--- src/rtl/frame_swap_scheduler.sv ---
// Double-buffer frame sequencer: boot blanking, clear, render, swap at frame boundary.
// Optional DROP_STATS_EN adds the saturating repeated-frame counter and its drop_count port.
module frame_swap_scheduler #(
    parameter int BLANK_FRAMES  = 2,
    parameter int CLEAR_TIMEOUT = 4,
    parameter int FRAME_CNT_W   = 16,
    parameter int DROP_CNT_W    = 8
) (
    input  logic                   frame_clk,
    input  logic                   Reset,
    input  logic                   clear_done,
    input  logic                   render_done,
    output logic                   display_buf,
    output logic                   render_buf,
    output logic                   clear_req,
    output logic                   render_en,
    output logic                   display_blank,
    output logic                   clear_fault,
    output logic [FRAME_CNT_W-1:0] frame_count
`ifdef DROP_STATS_EN
    ,
    output logic [DROP_CNT_W-1:0]  drop_count
`endif
);

    localparam int BW = (BLANK_FRAMES > 0) ? $clog2(BLANK_FRAMES + 1) : 1;
    localparam int TW = (CLEAR_TIMEOUT > 1) ? $clog2(CLEAR_TIMEOUT) : 1;
    localparam logic [BW-1:0] BLANK_INIT = BW'(BLANK_FRAMES);
    localparam logic [TW-1:0] TO_LAST    = TW'(CLEAR_TIMEOUT - 1);

    typedef enum logic [1:0] {
        S_BOOT   = 2'd0,
        S_CLEAR  = 2'd1,
        S_RENDER = 2'd2
    } state_t;

    state_t        state_q, state_d;
    logic [BW-1:0] blank_cnt, blank_cnt_d;
    logic [TW-1:0] to_cnt, to_cnt_d;
    logic          display_buf_d, clear_req_d, render_en_d;
    logic          display_blank_d, clear_fault_d;

    always_comb begin
        state_d         = state_q;
        blank_cnt_d     = blank_cnt;
        to_cnt_d        = to_cnt;
        display_buf_d   = display_buf;
        clear_req_d     = clear_req;
        render_en_d     = render_en;
        display_blank_d = display_blank;
        clear_fault_d   = clear_fault;
        case (state_q)
            S_BOOT: begin
                if (blank_cnt != '0) begin
                    blank_cnt_d = blank_cnt - 1'b1;
                end else begin
                    state_d     = S_CLEAR;
                    clear_req_d = 1'b1;
                    to_cnt_d    = '0;
                end
            end
            S_CLEAR: begin
                // Render is granted even on timeout so a stuck clear engine cannot freeze the display.
                if (clear_done || to_cnt == TO_LAST) begin
                    state_d     = S_RENDER;
                    clear_req_d = 1'b0;
                    render_en_d = 1'b1;
                    if (!clear_done) clear_fault_d = 1'b1;
                end else begin
                    to_cnt_d = to_cnt + 1'b1;
                end
            end
            S_RENDER: begin
                if (render_done) begin
                    state_d         = S_CLEAR;
                    display_buf_d   = ~display_buf;
                    display_blank_d = 1'b0;
                    render_en_d     = 1'b0;
                    clear_req_d     = 1'b1;
                    to_cnt_d        = '0;
                end
            end
            default: begin
                state_d     = S_BOOT;
                clear_req_d = 1'b0;
                render_en_d = 1'b0;
            end
        endcase
    end

    always_ff @(posedge frame_clk) begin
        if (Reset) begin
            state_q       <= S_BOOT;
            blank_cnt     <= BLANK_INIT;
            to_cnt        <= '0;
            display_buf   <= 1'b0;
            clear_req     <= 1'b0;
            render_en     <= 1'b0;
            display_blank <= 1'b1;
            clear_fault   <= 1'b0;
            frame_count   <= '0;
        end else begin
            state_q       <= state_d;
            blank_cnt     <= blank_cnt_d;
            to_cnt        <= to_cnt_d;
            display_buf   <= display_buf_d;
            clear_req     <= clear_req_d;
            render_en     <= render_en_d;
            display_blank <= display_blank_d;
            clear_fault   <= clear_fault_d;
            frame_count   <= frame_count + 1'b1;
        end
    end

    assign render_buf = ~display_buf;

`ifdef DROP_STATS_EN
    logic drop_inc;
    // A frame is repeated whenever the renderer misses the boundary while it owns the buffer.
    assign drop_inc = (state_q == S_RENDER) && !render_done;

    always_ff @(posedge frame_clk) begin
        if (Reset) begin
            drop_count <= '0;
        end else if (drop_inc && drop_count != '1) begin
            drop_count <= drop_count + 1'b1;
        end
    end
`else
    logic unused_drop_w;
    assign unused_drop_w = (DROP_CNT_W > 0);
`endif

endmodule

--- config.mk ---
export PLATFORM = sky130hd
export DESIGN_NAME = frame_swap_scheduler
export DESIGN_NICKNAME = d
export VERILOG_FILES = /design/src/rtl/frame_swap_scheduler.sv
export SDC_FILE = /design/constraint.sdc
export NUM_CORES = 1
export LEC_CHECK = 0
export BUFFER_PORTS_ARGS = -buffer_cell sky130_fd_sc_hd__buf_2
export CORE_UTILIZATION = 30
export CTS_CLUSTER_DIAMETER = 60
export DETAILED_ROUTE_END_ITERATION = 12
export GPL_TIMING_DRIVEN = 0
export MAX_ROUTING_LAYER = met4
export PLACE_DENSITY = 0.5
export SLEW_MARGIN = 20
export SYNTH_ARGS = -nofsm -noshare
export SYNTH_HDL_FRONTEND = slang
export SYNTH_SLANG_ARGS = --single-unit
--- constraint.sdc ---
create_clock -name frame_clk -period 1.56 [get_ports frame_clk]
set_input_delay 0.312 -clock frame_clk [delete_from_list [all_inputs] [get_ports frame_clk]]
set_output_delay 0.312 -clock frame_clk [all_outputs]
set_load 0.005 [all_outputs]
==> flow_summary.ini, run 1 <==
[layout]
nets = 167
multiInputGateArea_um2 = 603.1
fill_cells = 358
drive_gt1_share_pct = 37.74
n_antenna_cell = 0
areaGrowthSynthToFinish_pct = 32.67
seqCellArea_um2 = 538.0
fin_area_um2 = 1499
layoutNonFillerInstCount = 205

[die]
core.rowCount = 21
ios = 26
die_w_um = 63.37
die_h_um = 63.37
start_util_pct = 32.58
core_um2 = 3468
dieArea_um2 = 4016

[setup_path]
reg2regPathDepth = 4
max_stage_delay_ns = 0.51
rr_startpoint = to_cnt[0]
worst-path-max-fanout = 3
cp.arrival_ns = 1.68
worstSetupPathType = reg -> reg
cp_data_required_time_ns = 1.72
r2r_end = to_cnt[0]
start_kind = register
worstPathCellList = ha_2 > or4b_4 > o311a_4 > a31o_2
cp-end-kind = register
r2r_slack_ns = 0.05
cpMaxStageDelayCell = or4b_4

[timing]
min_period_ns = 1.513
timing.final.crit_share_pct = 97.02
worst_slew_pin_slew_ns = 0.5199
finalClockSkew_ns = 0.001743
report.final.slew_viol_count = 0
setup_violations = 0
clock.fmax_ghz = 0.6607
rsz0062_at_grt = yes
relSlewSlack_pct = 65.34
hold_viol_final = 0
whs_ns = 0.3514

[grt]
grt_max_degree = 16
use_met3_pct = 3.080
grt.busiest_layer = met2
grt_antenna_before_repair = 0
use_met1_pct = 16.13
track_usage_pct = 13.86
grt_pass1_wl_um = 4284
grt_pass1_vias = 960
grt.overflow.total = 0
use_met2_pct = 23.54

[route]
firstDrtPassIters = 4
drc = 0
vias = 1029
initialDrtViolationCount = 61
routedWlPerCell_um = 12.28
antenna_left = 0
routed_wl_um = 2518
vias_per_cell = 5.020

[yosys]
synth_edf_count = 0
synth_area_um2 = 1130
synth_area_per_cell_um2 = 9.039
synthFlopType = dfxtp_1
syn-instance-count = 125
syn_nets = 132
yosysWarningCount = 0
async_flop_share_pct = 0
ys_types = 30
ys_seq_area_share_pct = 46.07
ys_seq_elements = 26

[clocking]
tritoncts = yes
clk-insertion-delay-late_ns = 0.26
clk_pin_slew_ns = 0.09
clk_path_buf_depth = 2
htree_levels = 1
cts_sinks = 26
cts-root-buf = clkbuf_8
numCtsBuffers = 3

[place]
hpwlAfterDp_um = 1769
placedCellCount = 195
gp_congestion = 0.7726
io_buffers = 24
place_area_um2 = 1308

[power_and_ir_drop]
power_density_nw_per_um2 = 1049
p_comb_share_pct = 16.9
irDropWorstVdd_v = 0.0005742
p_clk_share_pct = 35.1
cellLeakagePower_nw = 0.6229
switching_share_pct = 23.89
internal_power_w = 0.001197
seqPwrFrac_pct = 48.1
power_switching_w = 0.0003758

[worst_hold_path]
hold_path_end = state_q[1]
min-delay-start = render_done
holdPathStages = 3
hold_class = in -> reg

[outcome]
status = finished, final reports clean

[job]
maxCapViolCount = 0
[cell families after synthesis]
| kind of cell | Yosys count | synth area share [%] |
|---|---|---|
| AOI/OAI and AO/OA | 25 | 13.73 |
| xor gates and xnor gates | 5 | 3.877 |
| adders and majority gates | 3 | 3.323 |
| buffers and inverters | 13 | 5.648 |
| DFF | 26 | 46.07 |
| muxes | 3 | 2.990 |
| and+or+nand+nor | 50 | 24.36 |
[layer usage]
metal / part of all wire, % / vias to the layer above
met1: 44 / 498
li1: - / 515
met2: 52 / 14
met5: 0 / -
met4: 0.71 / 0
met3: 3.3 / 2
[cell usage after synthesis (2+ instances only)]
master | instances | area [um2]
nand4_1 | 4 | 25.02
ha_1 | 3 | 37.54
xnor2_1 | 3 | 26.28
buf_6 | 2 | 22.52
o31ai_1 | 5 | 37.54
o21ai_0 | 5 | 25.02
or4_1 | 5 | 37.54
xor2_1 | 2 | 17.52
nor4_1 | 3 | 18.77
a21oi_1 | 10 | 50.05
nor2_1 | 13 | 48.80
or3_1 | 3 | 18.77
nand2_1 | 8 | 30.03
nor2b_1 | 4 | 25.02
mux2_2 | 3 | 33.78
inv_1 | 8 | 30.03
clkbuf_1 | 3 | 11.26
nand3_1 | 4 | 20.02
dfxtp_1 | 26 | 520.5
[placed cells by master, fill, tap and decap left out, types with 4 or more instances in the layout]
cell and instances:
inv_1 8, nor2_1 13, dfxtp_2 8, nor2b_1 4
dfxtp_1 16, o21ai_0 5, o31ai_1 5, nand2_1 8
buf_2 24, or4_1 5, buf_4 6, nand4_1 4
nand3_1 4, a21oi_1 10
[how the worst max path moves through the flow]
| stage | startpoint | cells after the start | slack, ns | end |
|---|---|---|---|---|
| 2_1_floorplan | to_cnt[0] | 4 | 0.006 | to_cnt[1] |
| 3_3_place_gp | frame_count[0] | 4 | -0.08 | frame_count[14] |
| 3_5_place_dp | frame_count[0] | 4 | -0.1 | frame_count[14] |
| 4_1_cts | frame_count[8] | 3 | 0.003 | frame_count[14] |
| 5_1_grt | frame_count[1] | 4 | -0.01 | frame_count[14] |
| 6_report | to_cnt[0] | 4 | 0.05 | to_cnt[0] |
[timing repair]
item | CTS | global route
hold buffers | 0 | 0
endpoints found under the setup margin | 5 | 7
pin swaps | 3 | 6
gates resized for setup | 13 | 8
buffers inserted | 4 | 2
[power groups by stage]
stage | registers, W | clock network (W) | logic [W]
floorplan | 0.000763 | 0 | 0.000172
finish | 0.000756 | 0.000551 | 0.000265
global placement | 0.000767 | 0 | 0.000224
CTS | 0.000755 | 0.000572 | 0.000249
detailed placement | 0.000767 | 0 | 0.000232
global route | 0.000763 | 0.000600 | 0.000299
[layout make-up]
type                            instances  area share [%]
Tap cell                               46           3.840
Clock buffer                            3           2.755
Sequential cell                        26           35.89
Timing Repair Buffer                   30           11.02
Multi-Input combinational cell         86           40.23
Clock inverter                          1           2.003
Inverter                                8           2.003
Buffer                                  5           2.254
[critical path, delay by kind of cell, from the launching register on]
kind,cells,cell delay [ns]
and+or+nand+nor,1,0.51
AOI/OAI and AO/OA,2,0.39
DFF,1,0.33
adders and majority gates,1,0.19
[through the flow]
step	utilization, %	setup TNS, ns	total power [W]	worst slack, ns
floorplan	-	0	0.0009351	0.006351
global placement	37.70	-0.2437	0.0009907	-0.08331
detailed placement	37.70	-0.2721	0.0009993	-0.09592
CTS	41.81	0	0.001576	0.003401
global route	43.22	-0.01859	0.001662	-0.01488
finish	43.22	0	0.001573	0.04653
[sequential cells by signal (all words and copies together), names as in the netlist]
signal	flops
blank_cnt	2
clear_fault	1
display_blank	1
display_buf	1
frame_count	16
render_en	1
state_q	2
to_cnt	2
Power figures use the tool's default switching activity.
==> inputs of run 2 (changes only) <==
Settings changed: ABC_AREA set to 1.
==> run 2 against run 1 <==
Net effect: sequential power up 4.4%; flip-flop and latch count unchanged; final area down 3.3%; routed wire length down 3.1%; clock skew up 0.0032 ns; final cell count up 20%; utilization down 4.8 points; maximum frequency up 16%; sequential share of layout area about the same.
==> flow_summary.ini, run 2 <==
[clocking]
htree_levels = 1
postCtsHoldBufs = 0
clk_path_buf_depth = 2
post_cts_resized = 0
clk-insertion-delay-late_ns = 0.27
numCtsBuffers = 3
cts-root-buf = clkbuf_8
cts_sinks = 26
tritoncts = yes
clk_pin_slew_ns = 0.09
post_cts_buffers = 0

[setup_path]
cpMaxStageDelayCell = dfxtp_1
max_stage_delay_ns = 0.40
cp.arrival_ns = 1.48
critPathTopFamily = simple AND/OR/NAND/NOR gates
worstSetupPathType = reg -> reg
start_kind = register
cp_data_required_time_ns = 1.73
cp_common_cell = nand2_1
cp-end-kind = register
worstPathCellList = ha_1 > nand3_1 > inv_2 > nand2_1 > nor2_2 > nand2_1 > nand2_1 > nor2_1
path_buf_inv = 1
worst-path-max-fanout = 4

[layout]
layoutNonFillerInstCount = 245
fill_cells = 402
top_register = frame_count
seqCellArea_um2 = 520.5
final_common_cell = nand2_1
areaGrowthSynthToFinish_pct = 19.86
drive_gt1_share_pct = 20.81
n_antenna_cell = 0
fin_area_um2 = 1450
multiInputGateArea_um2 = 584.3
largest_register_ffs = 16
final_cell_mix = 37 x nand2_1, 30 x nor2_1, 26 x dfxtp_1
nets = 205

[yosys]
ys_types = 26
syn_nets = 175
ys_seq_elements = 26
synth_area_um2 = 1210
synth_area_per_cell_um2 = 7.202
synthFlopType = dfxtp_1
synth_area_leaders = dfxtp_1 43%, nand2_1 11%, nor2_1 9.3%
synth_top_cell_by_area = dfxtp_1
yosysWarningCount = 0
async_flop_share_pct = 0
yosysMostFrequentCell = nand2_1
synth_edf_count = 0
syn-instance-count = 168
synth_commonest_cells = 37 x nand2_1, 30 x nor2_1, 26 x dfxtp_1
ys_seq_area_share_pct = 43.02
synth_top_area_share_pct = 43.02

[outcome]
status = finished, final reports clean

[grt]
grt_pass1_wl_um = 4071
use_met2_pct = 20.75
grt_antenna_before_repair = 0
use_met3_pct = 4.514
grt.busiest_layer = met2
use_met1_pct = 15.13
track_usage_pct = 12.95
grt.overflow.total = 0
grt_max_degree = 15
grt_pass1_vias = 931

[timing]
relSlewSlack_pct = 67.08
min_period_ns = 1.302
finalClockSkew_ns = 0.004913
setup_tns_ns = 0
clock.fmax_ghz = 0.7681
timing.final.crit_share_pct = 83.45
setup_violations = 0
worst_slew_pin_slew_ns = 0.4939
report.final.slew_viol_count = 0
whs_ns = 0.3053
hold_viol_final = 0
rsz0062_at_grt = no

[route]
initialDrtViolationCount = 42
drc = 0
antenna_left = 0
vias = 1101
vias_per_cell = 4.494
routedWlPerCell_um = 9.955
routed_wl_um = 2439
firstDrtPassIters = 6

[place]
io_buffers = 25
gp_congestion = 0.8091
place_area_um2 = 1395
hpwlAfterDp_um = 1814
placedCellCount = 241

[power_and_ir_drop]
power_density_nw_per_um2 = 1060
irDropWorstVdd_v = 0.0006503
switching_share_pct = 28.80
p_comb_share_pct = 20.5
power_switching_w = 0.0004426
p_clk_share_pct = 28.2
internal_power_w = 0.001094
seqPwrFrac_pct = 51.3
cellLeakagePower_nw = 0.7256

[worst_hold_path]
hold_class = in -> reg

[job]
maxCapViolCount = 0

[die]
core_um2 = 3771
ios = 26
die_h_um = 65.51
core.rowCount = 22
die_w_um = 65.51
dieArea_um2 = 4291
start_util_pct = 32.08
-- run 2: cells by family (layout without fill, tap and decap cells) --
kind of cell    after synthesis  count (layout)  synth area share [%]
buf+inv                      27              56                 8.686
xor+xnor                      2               2                 1.448
compound gates               21              21                 9.721
fa+ha+maj                     3               3                 3.103
flops                        26              26                 43.02
simple gates                 89              89                 34.02
-- run 2: metal layers --
| metal | routed length, um | share of wire [%] | up-vias |
|---|---|---|---|
| met4 | 25 | 1.0 | 0 |
| li1 | - | - | 581 |
| met2 | 1163 | 48 | 26 |
| met5 | 0 | 0 | - |
| met1 | 1091 | 45 | 492 |
| met3 | 159 | 6.5 | 2 |
-- run 2: worst paths after layout --
check                      start         endpoint  slack, ns  cells past startpoint
setup / recovery  frame_count[0]  frame_count[14]       0.26                      8
hold / removal             Reset   frame_count[3]       0.31                      3
setup reg to reg  frame_count[0]  frame_count[14]       0.26                      8
hold reg to reg    display_blank    display_blank       0.46                      2
-- run 2: cell type report --
| type | count | share of cell area [%] |
|---|---|---|
| Tap cell | 48 | 4.142 |
| Timing Repair Buffer | 25 | 8.628 |
| Multi-Input combinational cell | 115 | 40.29 |
| Sequential cell | 26 | 35.89 |
| Clock buffer | 4 | 3.796 |
| Buffer | 2 | 0.7765 |
| Inverter | 25 | 6.471 |
-- run 2: power groups by stage --
stage / clock network [W] / logic [W] / registers (W)
global placement: 0 / 0.000307 / 0.000801
detailed placement: 0 / 0.000311 / 0.000804
global route: 0.000494 / 0.000369 / 0.000800
floorplan: 0 / 0.000232 / 0.000799
CTS: 0.000455 / 0.000316 / 0.000788
finish: 0.000433 / 0.000315 / 0.000789
-- run 2: through the flow --
stage / setup slack (ns) / util, % / power, W
after global placement: 0.3105 / 36.99 / 0.001107
after global routing: 0.07320 / 38.45 / 0.001662
after CTS: 0.2464 / 38.45 / 0.001559
final: 0.2581 / 38.45 / 0.001537
after floorplan: 0.3993 / - / 0.001031
after detailed placement: 0.2602 / 36.99 / 0.001114
-- run 2: tightest hold or removal path, delay by kind of cell --
kind,cells,cell delay (ns)
buffers and inverters,1,0.10
AOI/OAI and AO/OA,2,0.13
==> inputs of run 3 (changes only) <==
Clock period 1.56 ns to 1.1 ns, I/O delays scaled along.
==> run 3 against run 2 <==
Net effect: the flow now finishes with violations (negative setup slack); flip-flop and latch count stayed put; critical path depth fell by 1; combinational power grew 100%; largest cell class unchanged; highest routed layer unchanged.
==> flow_summary.ini, run 3 (synthesized netlist as in run 2, its figures left out) <==
[outcome]
status = finished, violations left
violations = negative setup slack

[setup_path]
cpMaxStageDelayCell = dfxtp_2
cp-end-kind = register
worstSetupPathType = reg -> reg
cp_data_required_time_ns = 1.26
worst-path-max-fanout = 3
max_stage_delay_ns = 0.34
start_kind = register
cp.arrival_ns = 1.26
worstPathCellList = ha_4 > nor2_4 > nand2_2 > nand2_4 > nand3_4 > nor2_2 > nor2_1
setup.worst_path.start = to_cnt[0]
rr_startpoint = to_cnt[0]

[grt]
grt_pass1_vias = 1090
grt.overflow.total = 0
track_usage_pct = 13.19
grt_pass1_wl_um = 4340
grt_antenna_before_repair = 0
grt_max_degree = 14

[route]
firstDrtPassIters = 4
routedWlPerCell_um = 10.77
drc = 0
routed_wl_um = 2693
vias = 1145
antenna_left = 0
vias_per_cell = 4.580
initialDrtViolationCount = 39

[power_and_ir_drop]
internal_power_w = 0.001582
seqPwrFrac_pct = 50.3
p_comb_share_pct = 27.4
power_switching_w = 0.0007291
p_clk_share_pct = 22.3
irDropWorstVdd_v = 0.0007640
power_density_nw_per_um2 = 1391
switching_share_pct = 31.55
cellLeakagePower_nw = 0.7970

[die]
dieArea_um2 = 4291
core_um2 = 3771
die_h_um = 65.51
ios = 26
start_util_pct = 32.08
core.rowCount = 22
die_w_um = 65.51

[timing]
timing.final.ws_setup_ns = -0.001016
finalClockSkew_ns = 0.0008375
relSlewSlack_pct = 65.09
timing.final.crit_share_pct = 100.1
report.final.slew_viol_count = 0
clock.fmax_ghz = 0.9083
whs_ns = 0.2186
rsz0062_at_grt = yes
hold_viol_final = 0
setup_violations = 1
worst_slew_pin_slew_ns = 0.5237
min_period_ns = 1.101

[layout]
final_common_cell = nand2_1
largest_register_ffs = 16
top_register = frame_count
areaGrowthSynthToFinish_pct = 37.33
n_antenna_cell = 0
final_cell_mix = 29 x nand2_1, 25 x buf_2, 24 x nor2_1
drive_gt1_share_pct = 46.04
nets = 211

[worst_hold_path]
min-delay-start = Reset
hold_class = in -> reg

[clocking]
clk-insertion-delay-late_ns = 0.26
clk_path_buf_depth = 2
cts_sinks = 26
clk_pin_slew_ns = 0.08
tritoncts = yes
cts-root-buf = clkbuf_8
htree_levels = 1
numCtsBuffers = 3

[job]
maxCapViolCount = 0

[place]
gp_congestion = 0.7665
pre_cts_slack_ns = -0.09150
hpwlAfterDp_um = 1933
io_buffers = 25
-- run 3: changes by cell type in the layout (fill, tap and decap cells not counted), sizes merged --
| cell | delta |
|---|---|
| clkbuf | -1 |
| buf | +6 |
-- run 3: worst max-delay path, delay by kind of cell, from the launching register on --
family | cells | cell delay (ns)
and+or+nand+nor | 6 | 0.50
adders and majority gates | 1 | 0.16
DFF | 1 | 0.34
-- run 3: repair_timing --
action                     in CTS  in global routing
setup buffers                   2                  4
resized for setup              14                 47
hold buffers                    0                  0
setup endpoints to repair      12                 17
cloned                          0                  0
pin swaps                       7                 11
-- run 3: final cells by class --
type,instances,area (um2)
Timing Repair Buffer,31,170.2
Multi-Input combinational cell,115,724.4
Buffer,2,11.26
Tap cell,48,60.06
Sequential cell,26,558.0
Clock buffer,3,41.29
Inverter,25,96.34
Fill cell,380,2110
-- run 3: layer usage --
| metal | track usage, % | wire length (um) | vias up |
|---|---|---|---|
| li1 | - | - | 592 |
| met1 | 14.54 | 1180 | 537 |
| met2 | 23.97 | 1424 | 14 |
| met3 | 2.778 | 75 | 2 |
| met4 | 3.261 | 12 | 0 |
| met5 | - | 0 | - |
-- run 3: final timing paths --
kind               endpoint  slack, ns  cells past startpoint
min reg2reg  frame_count[0]       0.46                      1
max               to_cnt[1]     -0.001                      7
min          frame_count[3]       0.22                      3
max reg2reg       to_cnt[1]     -0.001                      7
-- run 3: power groups by stage --
stage	clock, W	sequential, W	combinational (W)
floorplan	0	0.00114	0.000343
global placement	0	0.00114	0.000448
detailed placement	0	0.00114	0.000465
CTS	0.000550	0.00112	0.000526
global route	0.000585	0.00118	0.000722
finish	0.000515	0.00116	0.000634
-- run 3: per-stage QoR --
| step | instances | TNS (ns) | area (um2) | power (W) | utilization (%) |
|---|---|---|---|---|---|
| 2_1_floorplan | 168 | 0 | 1230 | 0.001481 | - |
| 3_3_place_gp | 241 | -0.3716 | 1415 | 0.001587 | 37.52 |
| 3_5_place_dp | 241 | -0.5269 | 1415 | 0.001609 | 37.52 |
| 4_1_cts | 246 | -0.04525 | 1514 | 0.002197 | 40.15 |
| 5_1_grt | 250 | -0.2976 | 1662 | 0.002485 | 44.06 |
| 6_report | 250 | -0.001016 | 1662 | 0.002311 | 44.06 |
